<file path="config.mk">
export PLATFORM = sky130hd
export DESIGN_NAME = stereo_ringbuf_bank
export DESIGN_NICKNAME = d
export VERILOG_FILES = /design/src/rtl/stereo_ringbuf_bank.sv
export SDC_FILE = /design/constraint.sdc
export NUM_CORES = 1
export LEC_CHECK = 0
export BUFFER_PORTS_ARGS = -buffer_cell sky130_fd_sc_hd__buf_4
export CORE_MARGIN = 1
export CORE_UTILIZATION = 45
export CTS_CLUSTER_SIZE = 30
export DETAILED_ROUTE_END_ITERATION = 6
export GPL_TIMING_DRIVEN = 0
export PLACE_DENSITY = 0.62
export SETUP_SLACK_MARGIN = 0.02
export SKIP_CTS_REPAIR_TIMING = 1
export SYNTH_ARGS = -nofsm -noshare
export SYNTH_HDL_FRONTEND = slang
export SYNTH_SLANG_ARGS = --single-unit
</file>
<file path="constraint.sdc">
create_clock -name clk245760 -period 3.5 [get_ports clk245760]
set_input_delay 0.35 -clock clk245760 [delete_from_list [all_inputs] [get_ports clk245760]]
set_output_delay 0.35 -clock clk245760 [all_outputs]
set_load 0.05 [all_outputs]
</file>
<file path="src/rtl/stereo_ringbuf_bank.sv">
// stereo_ringbuf_bank: per-channel L/R sample rings feeding the mixer pop/ack interface
//
// Holds NUM_CH stereo streams, one DEPTH-entry ring per side (side 2k = L, 2k+1 = R).
// Each side primes until PREFILL samples are buffered, reports its fill level, drops
// the oldest sample on overrun and flags underrun; both flags are sticky until clr_i.
//
// Ports:
//   clk245760   clock
//   rst         synchronous active-high reset (pointers/levels/flags, not ring contents)
//   data_i      per-channel input sample, channel k at [k*WIDTH +: WIDTH]
//   ack_i       per-channel write strobe
//   lrck_i      per-channel side select at write (1 = left, 0 = right)
//   pop_i       per-side read request
//   clr_i       clears all sticky flags
//   data_o      per-channel output sample, zero unless one of its sides is acked
//   ack_o       per-side read acknowledge, one clock after the serviced pop
//   level_o     per-side fill level 0..DEPTH, DEPTH_LOG2+1 bits each
//   underrun_o  sticky per-side underrun flag
//   overrun_o   sticky per-side overrun flag
//
// Optional: define RINGBUF_HOLD_ON_UNDERRUN_EN to replay the last delivered sample
// instead of zero while priming or underrunning.
module stereo_ringbuf_bank #(
    parameter int NUM_CH     = 1,
    parameter int WIDTH      = 24,
    parameter int DEPTH_LOG2 = 4,
    parameter int PREFILL    = 8
) (
    input  logic                                 clk245760,
    input  logic                                 rst,
    input  logic [NUM_CH*WIDTH-1:0]              data_i,
    input  logic [NUM_CH-1:0]                    ack_i,
    input  logic [NUM_CH-1:0]                    lrck_i,
    input  logic [2*NUM_CH-1:0]                  pop_i,
    input  logic                                 clr_i,
    output logic [NUM_CH*WIDTH-1:0]              data_o,
    output logic [2*NUM_CH-1:0]                  ack_o,
    output logic [2*NUM_CH*(DEPTH_LOG2+1)-1:0]   level_o,
    output logic [2*NUM_CH-1:0]                  underrun_o,
    output logic [2*NUM_CH-1:0]                  overrun_o
);
    localparam int DEPTH = 1 << DEPTH_LOG2;
    localparam int NS    = 2 * NUM_CH;
    localparam int LW    = DEPTH_LOG2 + 1;

    generate
        if (PREFILL < 1 || PREFILL > DEPTH) begin : g_bad_prefill
            $error("stereo_ringbuf_bank: PREFILL must be within 1..DEPTH");
        end
    endgenerate

    typedef enum logic {PRIME, RUN} state_t;

    state_t                r_state [NS];
    logic [DEPTH_LOG2-1:0] r_wptr  [NS];
    logic [DEPTH_LOG2-1:0] r_rptr  [NS];
    logic [LW-1:0]         r_level [NS];
    logic [WIDTH-1:0]      r_mem   [NS][DEPTH];
    logic [WIDTH-1:0]      r_data  [NUM_CH];
    logic [NS-1:0]         r_ack, r_under, r_over;
    logic [NUM_CH-1:0]     r_pend;
`ifdef RINGBUF_HOLD_ON_UNDERRUN_EN
    logic [WIDTH-1:0]      r_last  [NS];
`endif

    logic [NS-1:0]         w_srv, w_wr, w_rd, w_ur, w_ov;
    logic [NUM_CH-1:0]     w_pend_n;
    logic [WIDTH-1:0]      w_out   [NS];

    always_comb begin
        w_srv    = '0;
        w_pend_n = '0;
        w_wr     = '0;
        w_rd     = '0;
        w_ur     = '0;
        w_ov     = '0;
        // L always wins the shared data_o; a colliding or pending R waits a clock
        for (int k = 0; k < NUM_CH; k++) begin
            w_srv[2*k]   = pop_i[2*k];
            w_srv[2*k+1] = (pop_i[2*k+1] | r_pend[k]) & ~pop_i[2*k];
            w_pend_n[k]  = pop_i[2*k] & (pop_i[2*k+1] | r_pend[k]);
        end
        for (int s = 0; s < NS; s++) begin
            w_wr[s] = ack_i[s/2] & (lrck_i[s/2] == (s % 2 == 0));
            w_rd[s] = w_srv[s] & (r_state[s] == RUN) & (r_level[s] != '0);
            w_ur[s] = w_srv[s] & (r_state[s] == RUN) & (r_level[s] == '0);
            // a consuming pop frees the slot, so only an unpaired write at full overruns
            w_ov[s] = w_wr[s] & ~w_rd[s] & (r_level[s] == LW'(DEPTH));
`ifdef RINGBUF_HOLD_ON_UNDERRUN_EN
            w_out[s] = w_rd[s] ? r_mem[s][r_rptr[s]] : r_last[s];
`else
            w_out[s] = w_rd[s] ? r_mem[s][r_rptr[s]] : '0;
`endif
        end
    end

    always_ff @(posedge clk245760) begin
        // ring storage is read before this edge's write, giving read-before-write at full
        for (int s = 0; s < NS; s++)
            if (w_wr[s]) r_mem[s][r_wptr[s]] <= data_i[(s/2)*WIDTH +: WIDTH];
        if (rst) begin
            r_ack   <= '0;
            r_under <= '0;
            r_over  <= '0;
            r_pend  <= '0;
            for (int s = 0; s < NS; s++) begin
                r_state[s] <= PRIME;
                r_wptr[s]  <= '0;
                r_rptr[s]  <= '0;
                r_level[s] <= '0;
`ifdef RINGBUF_HOLD_ON_UNDERRUN_EN
                r_last[s]  <= '0;
`endif
            end
            for (int k = 0; k < NUM_CH; k++) r_data[k] <= '0;
        end else begin
            r_ack   <= w_srv;
            r_pend  <= w_pend_n;
            r_under <= (r_under & ~{NS{clr_i}}) | w_ur;
            r_over  <= (r_over & ~{NS{clr_i}}) | w_ov;
            for (int s = 0; s < NS; s++) begin
                if (w_wr[s]) r_wptr[s] <= r_wptr[s] + 1'b1;
                if (w_rd[s] || w_ov[s]) r_rptr[s] <= r_rptr[s] + 1'b1;
                r_level[s] <= (w_wr[s] && !w_rd[s] && !w_ov[s]) ? r_level[s] + 1'b1 :
                              (!w_wr[s] && w_rd[s]) ? r_level[s] - 1'b1 : r_level[s];
                r_state[s] <= w_ur[s] ? PRIME :
                              (r_state[s] == PRIME && r_level[s] >= LW'(PREFILL)) ? RUN : r_state[s];
`ifdef RINGBUF_HOLD_ON_UNDERRUN_EN
                if (w_rd[s]) r_last[s] <= w_out[s];
`endif
            end
            for (int k = 0; k < NUM_CH; k++)
                r_data[k] <= w_srv[2*k] ? w_out[2*k] : w_srv[2*k+1] ? w_out[2*k+1] : '0;
        end
    end

    always_comb begin
        data_o  = '0;
        level_o = '0;
        for (int k = 0; k < NUM_CH; k++) data_o[k*WIDTH +: WIDTH] = r_data[k];
        for (int s = 0; s < NS; s++) level_o[s*LW +: LW] = r_level[s];
    end

    assign ack_o      = r_ack;
    assign underrun_o = r_under;
    assign overrun_o  = r_over;
endmodule

</file>
==> results of run 1 <==
-- per-stage QoR --
stage / instance area, um2 / worst slack (ns)
after global placement: 33200 / -1.51
final: 36200 / 0.526
after CTS: 36200 / 0.536
after global routing: 36200 / 0.276
after detailed placement: 33500 / 0.538
after floorplan: 31500 / 0.521
-- layer usage --
layer	global-route usage	share of wire
met5	0	0
met4	0.0601	0.020
met3	0.0322	0.053
met2	0.328	0.50
met1	0.269	0.42
-- sequential cells by signal, summed over array words and instances, names as in the netlist --
name	flops
r_level	10
r_wptr	8
r_data	24
underrun_o	2
overrun_o	2
r_pend	1
r_mem	768
r_state	2
r_rptr	8
ack_o	2
-- cell families (layout without fill, tap and decap cells) --
kind of cell / count (synthesis) / after routing / share of synthesized area
buffers and inverters: 93 / 325 / 0.0125
multiplexers: 199 / 199 / 0.140
AO/OA/AOI/OAI: 154 / 154 / 0.0370
XOR/XNOR: 14 / 14 / 0.00389
adder cells (fa/ha/maj): 16 / 16 / 0.00659
AND/OR/NAND/NOR: 178 / 178 / 0.0262
flip-flops: 827 / 827 / 0.774
-- synthesized netlist by cell type, types with 10 or more instances --
cell type | n | area, um2
inv_1 | 15 | 56.3
dfxtp_1 | 43 | 861
a22o_1 | 24 | 210
ha_1 | 15 | 188
nand2_1 | 63 | 236
nor3_1 | 11 | 55.1
mux4_2 | 192 | 4320
a22oi_1 | 97 | 728
nor2b_1 | 10 | 62.6
clkbuf_1 | 50 | 188
and2_1 | 21 | 131
nor2_1 | 49 | 184
buf_2 | 22 | 110
edfxtp_1 | 784 | 23500
-- worst min-delay path: stages --
cell and delay (ns):
buf_4 0.08, inv_1 0.07, nand2_1 0.06, a21oi_1 0.05
-- layout make-up --
cell class,instances,share of cell area
Inverter,15,0.00156
Sequential cell,827,0.674
Multi-Input combinational cell,561,0.189
Timing Repair Buffer,80,0.0184
Clock inverter,52,0.0141
Tap cell,931,0.0322
Buffer,78,0.00937
Clock buffer,100,0.0609
-- how the worst min path moves through the flow --
| stage | slack [ns] | cells past startpoint | end | startpoint |
|---|---|---|---|---|
| 6_report | 0.05 | 4 | underrun_o[1] | clr_i |
| 4_1_cts | -0.09 | 2 | ack_o[1] | pop_i[0] |
| 3_5_place_dp | 0.47 | 2 | underrun_o[1] | underrun_o[1] |
| 2_1_floorplan | 0.43 | 1 | ack_o[1] | pop_i[0] |
| 3_3_place_gp | 0.47 | 2 | underrun_o[1] | underrun_o[1] |
| 5_1_grt | 0.08 | 4 | underrun_o[1] | clr_i |
-- power by group through the flow --
| stage | Combinational, mW | Sequential (mW) | Clock [mW] |
|---|---|---|---|
| 4_1_cts | 3.71 | 11.1 | 8.99 |
| 5_1_grt | 3.95 | 11.1 | 9.36 |
| 6_report | 3.68 | 11.1 | 8.83 |
| 2_1_floorplan | 2.32 | 11.5 | 0 |
| 3_5_place_dp | 3.70 | 11.3 | 0 |
| 3_3_place_gp | 3.64 | 11.3 | 0 |
==> results.toml, run 1 <==
[worst_setup_path]
worst-path-stages = 9
rr_worst_depth = 9
path_max_fanout = 5
crit_slowest_cell = "nor4_1"
startpoint = "r_level[0][5]"
critPathRequiredTime_ns = 4.05
cp_slowest_stage_delay_ns = 0.57
r2r_slack_ns = 0.53
critical-path-top-delay-family = "simple AND/OR/NAND/NOR gates"
timing.rr.end = "r_level[0][9]"
cp-endpoint = "r_level[0][9]"
r2r-start = "r_level[0][5]"
critical_path_class = "reg2reg"
cp-start-kind = "flip-flop"
arrival_ns = 3.52
critPathBufInv = 0
worst_setup_path_end_kind = "flip-flop"
path_cells = "nor4_1 > or3_1 > nand3_1 > ha_1 > nor2b_1 > o21ai_0 > a21oi_1 > a311o_1 > a31oi_1"

[floorplanning]
start_util = 0.457
ios = 71
core_area_um2 = 68900
rows = 96
die_area_um2 = 71100
die_y_um = 267
dieWidth_um = 267

[power_and_ir_drop]
clkPwrFrac = 0.374
comb_power_share = 0.156
powerDensity_nw_per_um2 = 653
finalPower_mw = 23.6
ir_worst_vdd_v = 0.000416
p_sw_mw = 5.94
p_leak_nw = 11.5
switching_share = 0.251
power_frac_seq = 0.471
intPower_mw = 17.7

[global_routing]
antenna_found_initial = 0
grt_max_degree = 33
grt_pass1_vias = 15600
grt_pass1_wl_um = 101000
grt-ovfl-total = 0
grt_usage = 0.197

[place]
finalWeightedCongestion = 0.778
hpwl_um = 42700
port_buffers = 69
place_inst = 2491

[synth]
ys.flop_type = "edfxtp_1"
synthArstFlopShare = 0
syn-num-nets = 1528
synth-edff-count = 784
ys_ff_latch = 827
ys_types = 47
syn_area_um2 = 31500
ys_seq_area_frac = 0.774
synthCells = 1481
synth-warning-count = 0
syn_area_per_cell_um2 = 21.3

[route]
vias_per_cell = 5.64
drtPass1Iterations = 5
route.vias.total = 14900
drcViolationCount = 0
drt-wirelength-per-cell_um = 25.8
routed_wl_um = 68300
ant_nets = 0
drt_iter0_markers = 1305

[cts]
clkLatencyLatePin_ns = 0.63
cts_tree = "done"
clk_pin_slew_worst_paths_ns = 0.06
cts.htree.levels = 3
clockBufferDepth = 3
ctsRootBufferMaster = "clkbuf_16"
cts_buffers = 83
clock-sinks = 827

[layout]
diodes = 0
fill_cells = 5431
regArea_um2 = 24400
multiInputGateArea_um2 = 6850
final_util = 0.525
finalNonFillerCells = 2644
final_common_cell = "edfxtp_1"
layout.nets = 1693
drive_gt1_frac = 0.266
final_cell_mix = "edfxtp_1, mux4_2, a22oi_1, clkbuf_16, buf_4"
syn2layout_area_growth_pct = 14.8

[timing]
drv_slew = 0
fmax_ghz = 0.336
whs_ns = 0.0472
grt_setup_unrepaired = "false"
tightest_slew_ns = 1.15
fin_tns_setup_ns = 0
finalHoldViolCount = 0
relSlewSlack = 0.230
finClkSkew_ns = 0.0200
fin_crit_ns = 2.97
fin_crit_sh = 0.850
setup_viol = 0

[run_status]
status = "finished clean"

[job]
maxCapViolCount = 0

[min_path]
hp-class = "in2reg"
(Power assumes the default switching activity.)
==> run 2, diff against run 1 <==
--- a/config.mk
+++ b/config.mk
@@ -5,13 +5,14 @@
 export SDC_FILE = /design/constraint.sdc
 export NUM_CORES = 1
 export LEC_CHECK = 0
+export ABC_AREA = 1
 export BUFFER_PORTS_ARGS = -buffer_cell sky130_fd_sc_hd__buf_4
 export CORE_MARGIN = 1
 export CORE_UTILIZATION = 45
 export CTS_CLUSTER_SIZE = 30
 export DETAILED_ROUTE_END_ITERATION = 6
 export GPL_TIMING_DRIVEN = 0
-export PLACE_DENSITY = 0.62
+export PLACE_DENSITY = 0.61
 export SETUP_SLACK_MARGIN = 0.02
 export SKIP_CTS_REPAIR_TIMING = 1
 export SYNTH_ARGS = -nofsm -noshare
==> constraint.sdc (replaced) <==
create_clock -name clk245760 -period 2.88 [get_ports clk245760]
set_input_delay 0.288 -clock clk245760 [delete_from_list [all_inputs] [get_ports clk245760]]
set_output_delay 0.288 -clock clk245760 [all_outputs]
set_load 0.05 [all_outputs]
==> run 2 against run 1 <==
Global-route usage increased by 5.9 points. The flow now finishes with violations (negative hold slack). Non-clock buffer count increased by 82. Register-to-register slack got worse by 0.45 ns. Largest cell class unchanged. Worst setup slack worse by 0.45 ns. Sequential power up 22%. Highest routed layer unchanged. First-iteration DRC count grew 85%. Critical endpoint is now r_data[0][7]. Largest power group unchanged. Via count is 43% higher. Count of clock-buffer cells in the layout up 13.
==> results.toml, run 2 <==
[run_status]
status = "finished with violations"
violations = "negative hold slack"

[global_routing]
gr-usage-met2 = 0.425
grt-ovfl-total = 0
antenna_found_initial = 1
grt_pass1_wl_um = 138000
grt_usage = 0.256
met1_usage = 0.342
grt_pass1_vias = 20800
busiest_layer = "met2"
grt_max_degree = 33
grt_util_met3 = 0.0438

[layout]
final_common_cell = "edfxtp_1"
drive_gt1_frac = 0.124
largest_reg_flops = 768
fill_cells = 6079
syn2layout_area_growth_pct = 15.2
final_cell_mix = "edfxtp_1, o21ai_0, nor2_1, o21ai_1, nand2_1"
diodes = 0
layout.nets = 2688

[cts]
cts_tree = "done"
clkLatencyLatePin_ns = 0.62
clock-sinks = 827
cts_buffers = 86
cts.htree.levels = 3
ctsRootBufferMaster = "clkbuf_16"
clockBufferDepth = 3
clk_pin_slew_worst_paths_ns = 0.07

[route]
drtPass1Iterations = 6
ant_nets = 0
routed_wl_um = 95800
drt_iter0_markers = 2420
drt-wirelength-per-cell_um = 26.1
route.vias.total = 21400
vias_per_cell = 5.83
drcViolationCount = 0

[power_and_ir_drop]
p_leak_nw = 12.8
powerDensity_nw_per_um2 = 775
ir_worst_vdd_v = 0.000555
finalPower_mw = 29.6

[synth]
ys.flop_type = "edfxtp_1"
yosys.area.top_type = "edfxtp_1"
ys_ff_latch = 827
synth-warning-count = 0
synth-edff-count = 784
synthArstFlopShare = 0
syn_area_um2 = 33100
ys_types = 41
yosysMostFrequentCell = "edfxtp_1"
synth_common_cells = "edfxtp_1, o21ai_0, nor2_1"
synthCells = 2467
ys_seq_area_frac = 0.738
syn_area_per_cell_um2 = 13.4
yosysTopAreaCellShare = 0.712
syn-num-nets = 2514
synthTopCellsByArea = "edfxtp_1, o21ai_0, mux2i_1"

[timing]
finalHoldViolCount = 3
fin_tns_setup_ns = 0
tightest_slew_ns = 1.02
fin_crit_sh = 0.973
whs_ns = -0.0208
drv_slew = 0
fin_crit_ns = 2.80
setup_viol = 0
finClkSkew_ns = 0.0223
fmax_ghz = 0.357
relSlewSlack = 0.321
grt_setup_unrepaired = "false"

[worst_setup_path]
path_cells = "buf_6 > inv_4 > buf_6 > buf_4 > o21ai_0 > o22ai_1 > nand2_1 > nand3_1 > nand3_1 > a21oi_2"
critPathBufInv = 4
r2r-start = "r_rptr[0][4]"
critical-path-top-delay-family = "compound AO/OA/AOI/OAI gates"
worst_setup_path_end_kind = "flip-flop"
crit_slowest_cell = "edfxtp_1"
cp_slowest_stage_delay_ns = 0.67
critical_path_class = "reg2reg"
path_max_fanout = 10
timing.rr.end = "r_data[0][7]"
rr_worst_depth = 10
cp-start-kind = "flip-flop"
r2r_slack_ns = 0.08
critPathRequiredTime_ns = 3.40
arrival_ns = 3.32

[place]
finalWeightedCongestion = 0.902
hpwl_um = 61600
port_buffers = 69

[min_path]
worstHoldStart = "clr_i"
hold_end = "overrun_o[1]"
hp-class = "in2reg"
whs_path_depth = 4

[floorplanning]
ios = 71
die_y_um = 273
dieWidth_um = 273
rows = 99
core_area_um2 = 72800
die_area_um2 = 74600
start_util = 0.454

[job]
maxCapViolCount = 0
[run 2: metrics by stage]
step,utilization,cell area (um2),instances,setup slack (ns)
floorplan,-,33100,2467,0.488
global placement,0.478,34800,3495,-0.691
detailed placement,0.486,35400,3509,0.102
CTS,0.523,38100,3664,0.0740
global route,0.523,38100,3667,0.0249
finish,0.523,38100,3667,0.0776
[run 2: worst max-delay path by stage]
stage                        startpoint             to  cells past startpoint
after floorplan           r_level[0][6]  r_level[0][9]                     14
after global placement           lrck_i  r_mem[0][558]                      4
after detailed placement   r_rptr[0][5]   r_data[0][7]                      9
after CTS                  r_rptr[0][5]   r_data[0][7]                      9
after global routing       r_rptr[0][4]  r_data[0][18]                      9
final                      r_rptr[0][4]   r_data[0][7]                     10
[run 2: kinds of logic (layout without fill, tap and decap cells)]
| kind of cell | after synthesis | count (layout) | share of synthesized area |
|---|---|---|---|
| and+or+nand+nor | 522 | 522 | 0.0652 |
| AOI/OAI and AO/OA | 704 | 704 | 0.116 |
| buffers and inverters | 294 | 535 | 0.0434 |
| muxes | 96 | 96 | 0.0290 |
| adders and majority gates | 16 | 16 | 0.00628 |
| xor gates and xnor gates | 8 | 8 | 0.00212 |
| DFF | 827 | 827 | 0.738 |
[run 2: layout make-up]
class / count / area (um2) / area share
buffer: 154 / 910 / 0.0239
sequential: 827 / 24400 / 0.640
clock inverter: 42 / 344 / 0.00903
inverter: 140 / 528 / 0.0139
timing repair buffer: 86 / 886 / 0.0232
multi-input combinational: 1346 / 7490 / 0.196
tap: 959 / 1200 / 0.0315
clock buffer: 113 / 2360 / 0.0618
[run 2: tightest hold or removal path: cells and delay by family]
family | cells | cell delay, ns
buffers and inverters | 2 | 0.15
AND/OR/NAND/NOR | 1 | 0.06
AO/OA/AOI/OAI | 1 | 0.06
[run 2: where the power goes]
group | leakage, nW | total (mW) | switching (mW) | internal [mW]
clock network | 1.32 | 10.8 | 4.55 | 6.20
logic | 4.09 | 5.28 | 3.73 | 1.54
registers | 7.44 | 13.5 | 0.134 | 13.4
total | 12.8 | 29.6 | 8.42 | 21.1
[run 2: routing by layer]
metal	routed length [um]	up-vias
met1	38800	10700
met3	7230	173
met4	2960	0
met2	46800	975
li1	-	9473
met5	0	-
